## config.mk

```make
export PLATFORM = sky130hd
export DESIGN_NAME = ms_timer_sched
export DESIGN_NICKNAME = d
export VERILOG_FILES = /design/src/rtl/ms_timer_pkg.sv /design/src/rtl/ms_tick_gen.sv /design/src/rtl/ms_timer_sched.sv
export SDC_FILE = /design/constraint.sdc
export NUM_CORES = 1
export LEC_CHECK = 0
export CAP_MARGIN = 20
export CORE_ASPECT_RATIO = 1.5
export CORE_MARGIN = 3
export CORE_UTILIZATION = 62
export DETAILED_ROUTE_END_ITERATION = 16
export DONT_BUFFER_PORTS = 1
export PLACE_DENSITY = 0.81
export SLEW_MARGIN = 20
export SYNTH_ARGS = -nofsm -noshare
export SYNTH_HDL_FRONTEND = slang
export SYNTH_HIERARCHICAL = 1
export SYNTH_SLANG_ARGS = --single-unit
```

## constraint.sdc

```tcl
create_clock -name i_sb_clk -period 5 [get_ports i_sb_clk]
set_input_delay 1.5 -clock i_sb_clk [delete_from_list [all_inputs] [get_ports i_sb_clk]]
set_output_delay 1.5 -clock i_sb_clk [all_outputs]
set_load 0.05 [all_outputs]
```

## src/rtl/ms_timer_pkg.sv

```systemverilog
// ms_timer_pkg
//   Shared types, default constants and the round-robin search helper for
//   the millisecond timeout scheduler.
package ms_timer_pkg;

  typedef enum logic {
    CH_IDLE = 1'b0,
    CH_RUN  = 1'b1
  } ch_state_e;

  localparam int MS_DIV_DEFAULT   = 1000;
  localparam int MS_CNT_W_DEFAULT = 10;
  localparam int MS_MAX_CH        = 16;

  // First set bit of req[n-1:0], searching upward from ptr with wrap-around.
  // Returns 0 when nothing is requested. Callers keep ptr < n.
  function automatic logic [3:0] rr_find_first(input logic [15:0] req,
                                               input logic [3:0]  ptr,
                                               input int          n);
    logic       found;
    logic [3:0] idx;
    int         j;
    rr_find_first = '0;
    found         = 1'b0;
    for (int k = 0; k < MS_MAX_CH; k++) begin
      if (k < n && !found) begin
        j   = (int'(ptr) + k) % n;
        idx = 4'(j);
        if (req[idx]) begin
          rr_find_first = idx;
          found         = 1'b1;
        end
      end
    end
  endfunction

endpackage

```

## src/rtl/ms_tick_gen.sv

```systemverilog
// ms_tick_gen
//   Prescaler producing a one-cycle millisecond tick every DIV sb_clk cycles.
//   Ports:
//     i_sb_clk  - sideband clock
//     i_rst     - synchronous active-low reset
//     o_ms_tick - high for one cycle when the prescaler sits at DIV-1
module ms_tick_gen #(
  parameter int DIV = 1000
) (
  input  logic i_sb_clk,
  input  logic i_rst,
  output logic o_ms_tick
);

  localparam int CW = $clog2(DIV);

  logic [CW-1:0] r_cnt;
  logic          w_wrap;

  assign w_wrap    = (r_cnt == CW'(DIV - 1));
  assign o_ms_tick = w_wrap;

  always_ff @(posedge i_sb_clk) begin
    if (!i_rst) begin
      r_cnt <= '0;
    end else if (w_wrap) begin
      r_cnt <= '0;
    end else begin
      r_cnt <= r_cnt + 1'b1;
    end
  end

endmodule

```

## src/rtl/ms_timer_sched.sv

```systemverilog
// ms_timer_sched
//   Multi-channel millisecond timeout scheduler. One shared ms tick drives
//   NUM_CH down-counting channels; expiries are reported one at a time on a
//   valid/ready event port with round-robin arbitration.
//   Ports:
//     i_sb_clk     - sideband clock (only clock)
//     i_rst        - synchronous active-low reset
//     i_start      - per-channel load strobe
//     i_load_ms    - per-channel load value, channel i at [i*CNT_W +: CNT_W]
//     i_cancel     - per-channel abort strobe (start wins if both)
//     o_busy       - channel is counting
//     o_ms_tick    - one-cycle pulse every DIV cycles
//     o_evt_valid  - an expiry event is presented
//     o_evt_ch     - index of the presented channel
//     i_evt_ready  - consumer accepts the event
//
//   Channel FSM:
//     state   | meaning
//     CH_IDLE | not counting (pend may hold an unacknowledged expiry)
//     CH_RUN  | counting down remain on every ms tick
module ms_timer_sched
  import ms_timer_pkg::*;
#(
  parameter int DIV    = MS_DIV_DEFAULT,
  parameter int NUM_CH = 4,
  parameter int CNT_W  = MS_CNT_W_DEFAULT,
  localparam int CH_W  = $clog2(NUM_CH)
) (
  input  logic                    i_sb_clk,
  input  logic                    i_rst,
  input  logic [NUM_CH-1:0]       i_start,
  input  logic [NUM_CH*CNT_W-1:0] i_load_ms,
  input  logic [NUM_CH-1:0]       i_cancel,
  output logic [NUM_CH-1:0]       o_busy,
  output logic                    o_ms_tick,
  output logic                    o_evt_valid,
  output logic [CH_W-1:0]         o_evt_ch,
  input  logic                    i_evt_ready
);

  logic              w_tick;
  logic [NUM_CH-1:0] w_pend;
  logic [NUM_CH-1:0] w_pend_nxt;
  logic              w_evt_valid;
  logic [CH_W-1:0]   w_evt_ch;
  logic [CH_W-1:0]   w_rr_ch;
  logic              w_accept;
  logic [CH_W-1:0]   r_ptr;
  logic              r_lock_vld;
  logic [CH_W-1:0]   r_lock_ch;

  ms_tick_gen #(
    .DIV(DIV)
  ) u_tick (
    .i_sb_clk (i_sb_clk),
    .i_rst    (i_rst),
    .o_ms_tick(w_tick)
  );

  assign o_ms_tick = w_tick;

  for (genvar gi = 0; gi < NUM_CH; gi++) begin : g_ch
    ch_state_e        r_state;
    ch_state_e        w_state_nxt;
    logic [CNT_W-1:0] r_remain;
    logic [CNT_W-1:0] w_remain_nxt;
    logic [CNT_W-1:0] w_load;
    logic             r_pend;
    logic             w_pend_set;
    logic             w_pend_clr;
    logic             w_acc;

    assign w_load = i_load_ms[gi*CNT_W +: CNT_W];
    assign w_acc  = w_accept && (w_evt_ch == CH_W'(gi));

    always_comb begin
      w_state_nxt  = r_state;
      w_remain_nxt = r_remain;
      w_pend_set   = 1'b0;
      w_pend_clr   = 1'b0;
      if (i_start[gi]) begin
        // A load masks any tick on the same edge.
        if (w_load == '0) begin
          w_state_nxt = CH_IDLE;
          w_pend_set  = 1'b1;
        end else begin
          w_state_nxt  = CH_RUN;
          w_remain_nxt = w_load;
          w_pend_clr   = 1'b1;
        end
      end else if (i_cancel[gi]) begin
        w_state_nxt = CH_IDLE;
        w_pend_clr  = 1'b1;
      end else if (r_state == CH_RUN && w_tick) begin
        if (r_remain > CNT_W'(1)) begin
          w_remain_nxt = r_remain - 1'b1;
        end else begin
          w_state_nxt = CH_IDLE;
          w_pend_set  = 1'b1;
        end
      end
    end

    // A new expiry beats the acknowledge of the previous one.
    assign w_pend_nxt[gi] = w_pend_set | (r_pend & ~w_pend_clr & ~w_acc);

    always_ff @(posedge i_sb_clk) begin
      if (!i_rst) begin
        r_state  <= CH_IDLE;
        r_remain <= '0;
        r_pend   <= 1'b0;
      end else begin
        r_state  <= w_state_nxt;
        r_remain <= w_remain_nxt;
        r_pend   <= w_pend_nxt[gi];
      end
    end

    assign w_pend[gi] = r_pend;
    assign o_busy[gi] = (r_state == CH_RUN);
  end

  assign w_evt_valid = |w_pend;
  assign w_rr_ch     = CH_W'(rr_find_first(16'(w_pend), 4'(r_ptr), NUM_CH));
  // A stalled event stays on the port even if a channel nearer the pointer
  // expires meanwhile; the lock drops once its pend is withdrawn.
  assign w_evt_ch    = r_lock_vld ? r_lock_ch : w_rr_ch;
  assign w_accept    = w_evt_valid && i_evt_ready;

  assign o_evt_valid = w_evt_valid;
  assign o_evt_ch    = w_evt_valid ? w_evt_ch : '0;

  always_ff @(posedge i_sb_clk) begin
    if (!i_rst) begin
      r_ptr      <= '0;
      r_lock_vld <= 1'b0;
      r_lock_ch  <= '0;
    end else begin
      if (w_accept) begin
        if (w_evt_ch == CH_W'(NUM_CH - 1)) begin
          r_ptr <= '0;
        end else begin
          r_ptr <= w_evt_ch + 1'b1;
        end
      end
      r_lock_vld <= w_evt_valid && !i_evt_ready && w_pend_nxt[w_evt_ch];
      r_lock_ch  <= w_evt_ch;
    end
  end

endmodule

```

==> flow_summary_export.csv, run 1 <==
group,metric,value,unit
logic_synthesis,synth_edf_count,0,
worst_setup_path,cp_slowest_cell,"nor2_1",
worst_setup_path,rr_endpoint,"g_ch[0].r_remain[7]$_SDFFE_PN0P_",
sta,worstMarginPinSlew,1.08,ns
place,hpwl,6.77,mm
cts,clkTransAtPathRegs,0.07,ns
sta,clock-skew-final,0.00737,ns
logic_synthesis,synth.largest_area_cell,"dfxtp_1",
floorplan,num_rows,35,
logic_synthesis,avgSynthCellArea,7.34,um2
cts,cts_tree,"yes",
final_layout,fill_cells,539,
logic_synthesis,synthTopCellsByCount,"75 x nor2_1, 71 x nand2_1, 63 x dfxtp_1",
logic_synthesis,synth.area.top_cells,"dfxtp_1 32%, nor2_1 7.1%, nand2_1 6.7%",
final_layout,diodes,0,
logic_synthesis,yosysSeqAreaShare,0.319,
global_routing,globalRouteOverflowTotal,0,
cts,post_cts_buffers,0,
global_routing,grt_pass1_vias,3655,
job,drv_cap,0,
final_layout,area_growth,3.76,%
cts,numCtsBuffers,9,
logic_synthesis,netlist_instances,539,
worst_setup_path,r2r_setup_slack,1.84,ns
logic_synthesis,async_flop_share,0,
final_layout,fin_util,0.665,
sta,setup_viol,0,
global_routing,grt_pass1_wl,15.8,mm
worst_setup_path,worstSetupEndpoint,"o_evt_ch[0]",
worst_setup_path,rr_startpoint,"u_tick/r_cnt[0]$_SDFF_PP0_",
logic_synthesis,ys_warn_count,6,
floorplan,die_y,104,um
cts,clockBufferDepth,2,
final_layout,instances_no_fill,602,
cts,cts.hold.buffers_added,0,
worst_setup_path,critPathRequiredTime,3.50,ns
logic_synthesis,synth_most_common_cell,"nor2_1",
worst_setup_path,startpoint_type,"flip-flop",
worst_setup_path,crit_fanout,8,
worst_setup_path,crit_chain,"or3b_2 > o211ai_1 > a221oi_4 > nor2_1",
cts,cts_resized,0,
sta,finalHoldViolCount,0,
drt,antenna_violating_nets_post_route,0,
final_layout,fin_nets,583,
min_path,holdPathStages,1,
place,gp_congestion,0.846,
sta,slew_violations,0,
global_routing,grt_max_degree,30,
logic_synthesis,syn-cell-area,3960,um2
sta,fin_ws,1.20,ns
place,dp_cells,586,
worst_setup_path,rr_worst_depth,8,
drt,avgRoutedWirePerCell,15.5,um
drt,first_pass_iters,5,
global_routing,grt_usage,0.256,
drt,drt_iter0_drc,293,
outcome,outcome,"finished, final reports clean",
worst_setup_path,crit_start,"g_ch[3].r_pend$_SDFF_PN0_",
min_path,hold_class,"flip-flop to flip-flop",
floorplan,start_util,0.641,
power,p_per_area,292,nW/um2
place,place_ws,1.56,ns
sta,grt_setup_unrepaired,"no",
worst_setup_path,slowest_delay,0.72,ns
floorplan,die_w,71.2,um
worst_setup_path,worstPathArrival,2.30,ns
drt,wirelength,9.34,mm
cts,htreeDepth,3,
floorplan,ioPinCount,59,
sta,slew_headroom,0.282,
drt,vias,3876,
sta,fin_crit_sh,0.761,
worst_setup_path,cp-end-kind,"output pin",
logic_synthesis,synth_flop_cell,"dfxtp_1",
power,power.total,0.00120,W
drt,via_per_inst,6.44,
logic_synthesis,synth.distinct_cells,68,
worst_setup_path,crit_family,"simple AND/OR/NAND/NOR gates",
worst_setup_path,worst-path-buf-inv,0,
sta,period_needed,3.80,ns
power,irDropWorstVdd,0.000265,V
floorplan,fp.coreArea,6170,um2
logic_synthesis,synth_top_area_share,0.319,
cts,root_buffer,"clkbuf_8",
power,p_leak,1.50,nW
sta,tns,0,ns
logic_synthesis,synth_seq_cells,63,
floorplan,die_area,7400,um2
logic_synthesis,syn-num-nets,599,
drt,drcViolationCount,0,
place,port_buffers,0,
cts,clock-sinks,63,
global_routing,antenna_found_initial,0,
cts,clock_latency,0.33,ns
final_layout,drive_gt1_frac,0.0871,
worst_setup_path,path_class,"flip-flop to output pin",
worst_setup_path,worst-path-stages,4,
sta,clock.fmax,0.263,GHz
## area by class of cell
cell class	instances	area, um2	share of cell area
clock buffers	11	141	0.0344
clock inverters	5	33.8	0.00823
inverters	26	97.6	0.0238
multi-input cells	421	2460	0.600
flip-flops and latches	63	1260	0.307
well taps	74	92.6	0.0226
repair buffers	2	15.0	0.00366
## worst min-delay path by stage
stage                                           from                          to
after floorplan           u_tick/r_cnt[0]$_SDFF_PP0_  u_tick/r_cnt[0]$_SDFF_PP0_
after global placement    u_tick/r_cnt[0]$_SDFF_PP0_  u_tick/r_cnt[0]$_SDFF_PP0_
after detailed placement  u_tick/r_cnt[0]$_SDFF_PP0_  u_tick/r_cnt[0]$_SDFF_PP0_
after CTS                 u_tick/r_cnt[0]$_SDFF_PP0_  u_tick/r_cnt[0]$_SDFF_PP0_
after global routing      u_tick/r_cnt[0]$_SDFF_PP0_  u_tick/r_cnt[0]$_SDFF_PP0_
final                     u_tick/r_cnt[0]$_SDFF_PP0_  u_tick/r_cnt[0]$_SDFF_PP0_
## worst reg2reg max path, stage by stage, from the launching register on
cell and delay (ns):
dfxtp_1 0.37, ha_1 0.24, nand4bb_1 0.25, nor3_2 0.85, nand3_1 0.21, o21bai_1 0.69
o21ai_0 0.20, a22oi_1 0.19, nor2_1 0.05
## report_power, final
part	internal, W	switching [W]
registers	0.000534	0.0000412
clock network	0.000193	0.000201
logic	0.0000949	0.000136
total	0.000821	0.000378
## kinds of logic (layout without fill, tap and decap cells)
logic type | Yosys count | count (layout) | synth area share
compound gates | 180 | 180 | 0.300
xor+xnor | 4 | 4 | 0.00886
fa+ha+maj | 9 | 9 | 0.0285
buf+inv | 55 | 44 | 0.0598
flops | 63 | 63 | 0.319
mux | 3 | 3 | 0.00791
simple gates | 225 | 225 | 0.276
## placed cells by master, fill, tap and decap left out, types with 10 or more instances in the layout
cell type	count
a21oi_1	49
nand2_1	71
nor4_1	10
dfxtp_1	63
nor2_1	75
nand3_1	12
o21ai_1	12
o21ai_0	39
inv_1	26
nor3_1	15
clkbuf_8	10
## through the flow
stage,hold slack (ns),cell area [um2]
floorplan,0.429,3960
global placement,0.442,3930
detailed placement,0.451,3930
CTS,0.467,4110
global route,0.506,4110
finish,0.469,4110
## sequential cells by signal, indices dropped and copies added (netlist names)
name	cells
r_ptr	2
g_ch.r_pend	4
g_ch.r_remain	40
u_tick/r_cnt	10
r_lock_ch	2
r_lock_vld	1
g_ch.r_state	4
## routing by layer
layer / part of all wire / track usage
met5: 0 / 0
met4: 0.024 / 0.118
met2: 0.52 / 0.434
met1: 0.39 / 0.295
met3: 0.064 / 0.0631
Note: power is estimated with default switching activity, not from simulation.
==> inputs of run 2 (changes only) <==
==> constraint.sdc (replaced) <==
create_clock -name i_sb_clk -period 3.9 [get_ports i_sb_clk]
set_input_delay 1.17 -clock i_sb_clk [delete_from_list [all_inputs] [get_ports i_sb_clk]]
set_output_delay 1.17 -clock i_sb_clk [all_outputs]
set_load 0.05 [all_outputs]
==> run 2 against run 1 <==
Effect of this change: die area is the same; highest routed layer unchanged; power grew 32%; clock power grew 39%; sequential power grew 28%.
==> flow_summary_export.csv, run 2 (synthesis results as in run 1) <==
group,metric,value,unit
place,dp_cells,590,
sta,clock-skew-final,0.0116,ns
final_layout,diodes,0,
final_layout,area_growth,4.87,%
sta,grt_setup_unrepaired,"no",
outcome,outcome,"finished, final reports clean",
drt,vias,3851,
global_routing,globalRouteOverflowTotal,0,
final_layout,top_register,"g_ch.r_remain",
cts,clkTransAtPathRegs,0.07,ns
sta,worstMarginPinSlew,0.803,ns
cts,htreeDepth,3,
floorplan,die_y,104,um
sta,tns,0,ns
cts,numCtsBuffers,9,
sta,clock.fmax,0.314,GHz
sta,slew_headroom,0.464,
sta,fin_ws,0.712,ns
final_layout,most-common-layout-cells,"75 x nor2_1, 71 x nand2_1, 63 x dfxtp_1",
cts,cts_resized,0,
final_layout,fin_util,0.672,
worst_setup_path,crit_fanout,8,
worst_setup_path,path_class,"flip-flop to output pin",
worst_setup_path,crit_chain,"or3b_1 > o2111a_1 > a221oi_4 > nor2_1 > buf_4",
global_routing,grt_max_degree,30,
min_path,hold_class,"flip-flop to flip-flop",
sta,fin_crit_sh,0.818,
cts,cts.hold.buffers_added,0,
cts,clock_latency,0.34,ns
final_layout,fin_nets,587,
power,p_leak,1.53,nW
global_routing,grt_pass1_vias,3585,
place,gp_congestion,0.865,
worst_setup_path,crit_family,"compound AO/OA/AOI/OAI gates",
final_layout,drive_gt1_frac,0.0940,
job,drv_cap,0,
global_routing,antenna_found_initial,0,
drt,first_pass_iters,5,
sta,period_needed,3.19,ns
floorplan,start_util,0.641,
drt,avgRoutedWirePerCell,15.2,um
drt,drt_iter0_drc,242,
drt,wirelength,9.23,mm
sta,finalHoldViolCount,0,
drt,via_per_inst,6.35,
final_layout,largestRegisters,"g_ch.r_remain (40), u_tick/r_cnt (10)",
floorplan,die_w,71.2,um
worst_setup_path,worst-path-buf-inv,1,
power,p_per_area,381,nW/um2
final_layout,final_common_cell,"nor2_1",
place,place_ws,1.09,ns
floorplan,fp.coreArea,6170,um2
final_layout,largest_register_ff_count,40,
power,irDropWorstVdd,0.000289,V
floorplan,ioPinCount,59,
place,hpwl,6.76,mm
floorplan,die_area,7400,um2
floorplan,num_rows,35,
sta,setup_viol,0,
worst_setup_path,slowest_delay,0.44,ns
cts,post_cts_buffers,0,
worst_setup_path,worstPathArrival,2.02,ns
global_routing,grt_usage,0.253,
worst_setup_path,critPathRequiredTime,2.73,ns
drt,drcViolationCount,0,
cts,root_buffer,"clkbuf_8",
sta,slew_violations,0,
worst_setup_path,cp_slowest_cell,"dfxtp_1",
global_routing,grt_pass1_wl,15.6,mm
worst_setup_path,cp-end-kind,"output pin",
place,port_buffers,0,
cts,cts_tree,"yes",
cts,clock-sinks,63,
worst_setup_path,startpoint_type,"flip-flop",
cts,clockBufferDepth,2,
final_layout,instances_no_fill,606,
drt,antenna_violating_nets_post_route,0,
run 2: cell types whose count changed in the layout (fill, tap and decap cells not counted):
cell / before / now
clkinv_2: 2 / 3
buf_4: 2 / 6
bufinv_16: 0 / 1
clkbuf_8: 10 / 9
clkinvlp_4: 2 / 1
run 2: layer usage:
metal,part of all wire,GRT usage
met1,0.42,0.302
met3,0.051,0.0553
met2,0.50,0.414
met5,0,0
met4,0.035,0.136
run 2: layout make-up:
class | count | area, um2
multi-input cells | 421 | 2460
flip-flops and latches | 63 | 1260
inverters | 26 | 97.6
well taps | 74 | 92.6
clock inverters | 6 | 61.3
repair buffers | 6 | 45.0
clock buffers | 10 | 128
fillers | 521 | 2030
run 2: path summary, 6_finish.rpt:
| path | cells past startpoint | to | slack [ns] | start |
|---|---|---|---|---|
| setup / recovery | 5 | o_evt_ch[0] | 0.71 | g_ch[2].r_pend$_SDFF_PN0_ |
| hold reg to reg | 1 | u_tick/r_cnt[0]$_SDFF_PP0_ | 0.46 | u_tick/r_cnt[0]$_SDFF_PP0_ |
| setup reg to reg | 9 | g_ch[0].r_remain[7]$_SDFFE_PN0P_ | 1.20 | u_tick/r_cnt[0]$_SDFF_PP0_ |
| hold / removal | 1 | u_tick/r_cnt[0]$_SDFF_PP0_ | 0.46 | u_tick/r_cnt[0]$_SDFF_PP0_ |
run 2: power breakdown:
| part | leakage, nW | internal [W] | switching, W |
|---|---|---|---|
| Sequential | 0.517 | 0.000684 | 0.0000517 |
| Clock | 0.0960 | 0.000293 | 0.000254 |
| Combinational | 0.915 | 0.000122 | 0.000178 |
run 2: per-stage QoR:
stage / power [W] / hold slack, ns / instance area (um2)
final: 0.00158 / 0.463 / 4150
after global routing: 0.00166 / 0.509 / 4150
after CTS: 0.00159 / 0.461 / 4150
after detailed placement: 0.00105 / 0.446 / 3960
after global placement: 0.00104 / 0.442 / 3960
after floorplan: 0.00101 / 0.429 / 3960
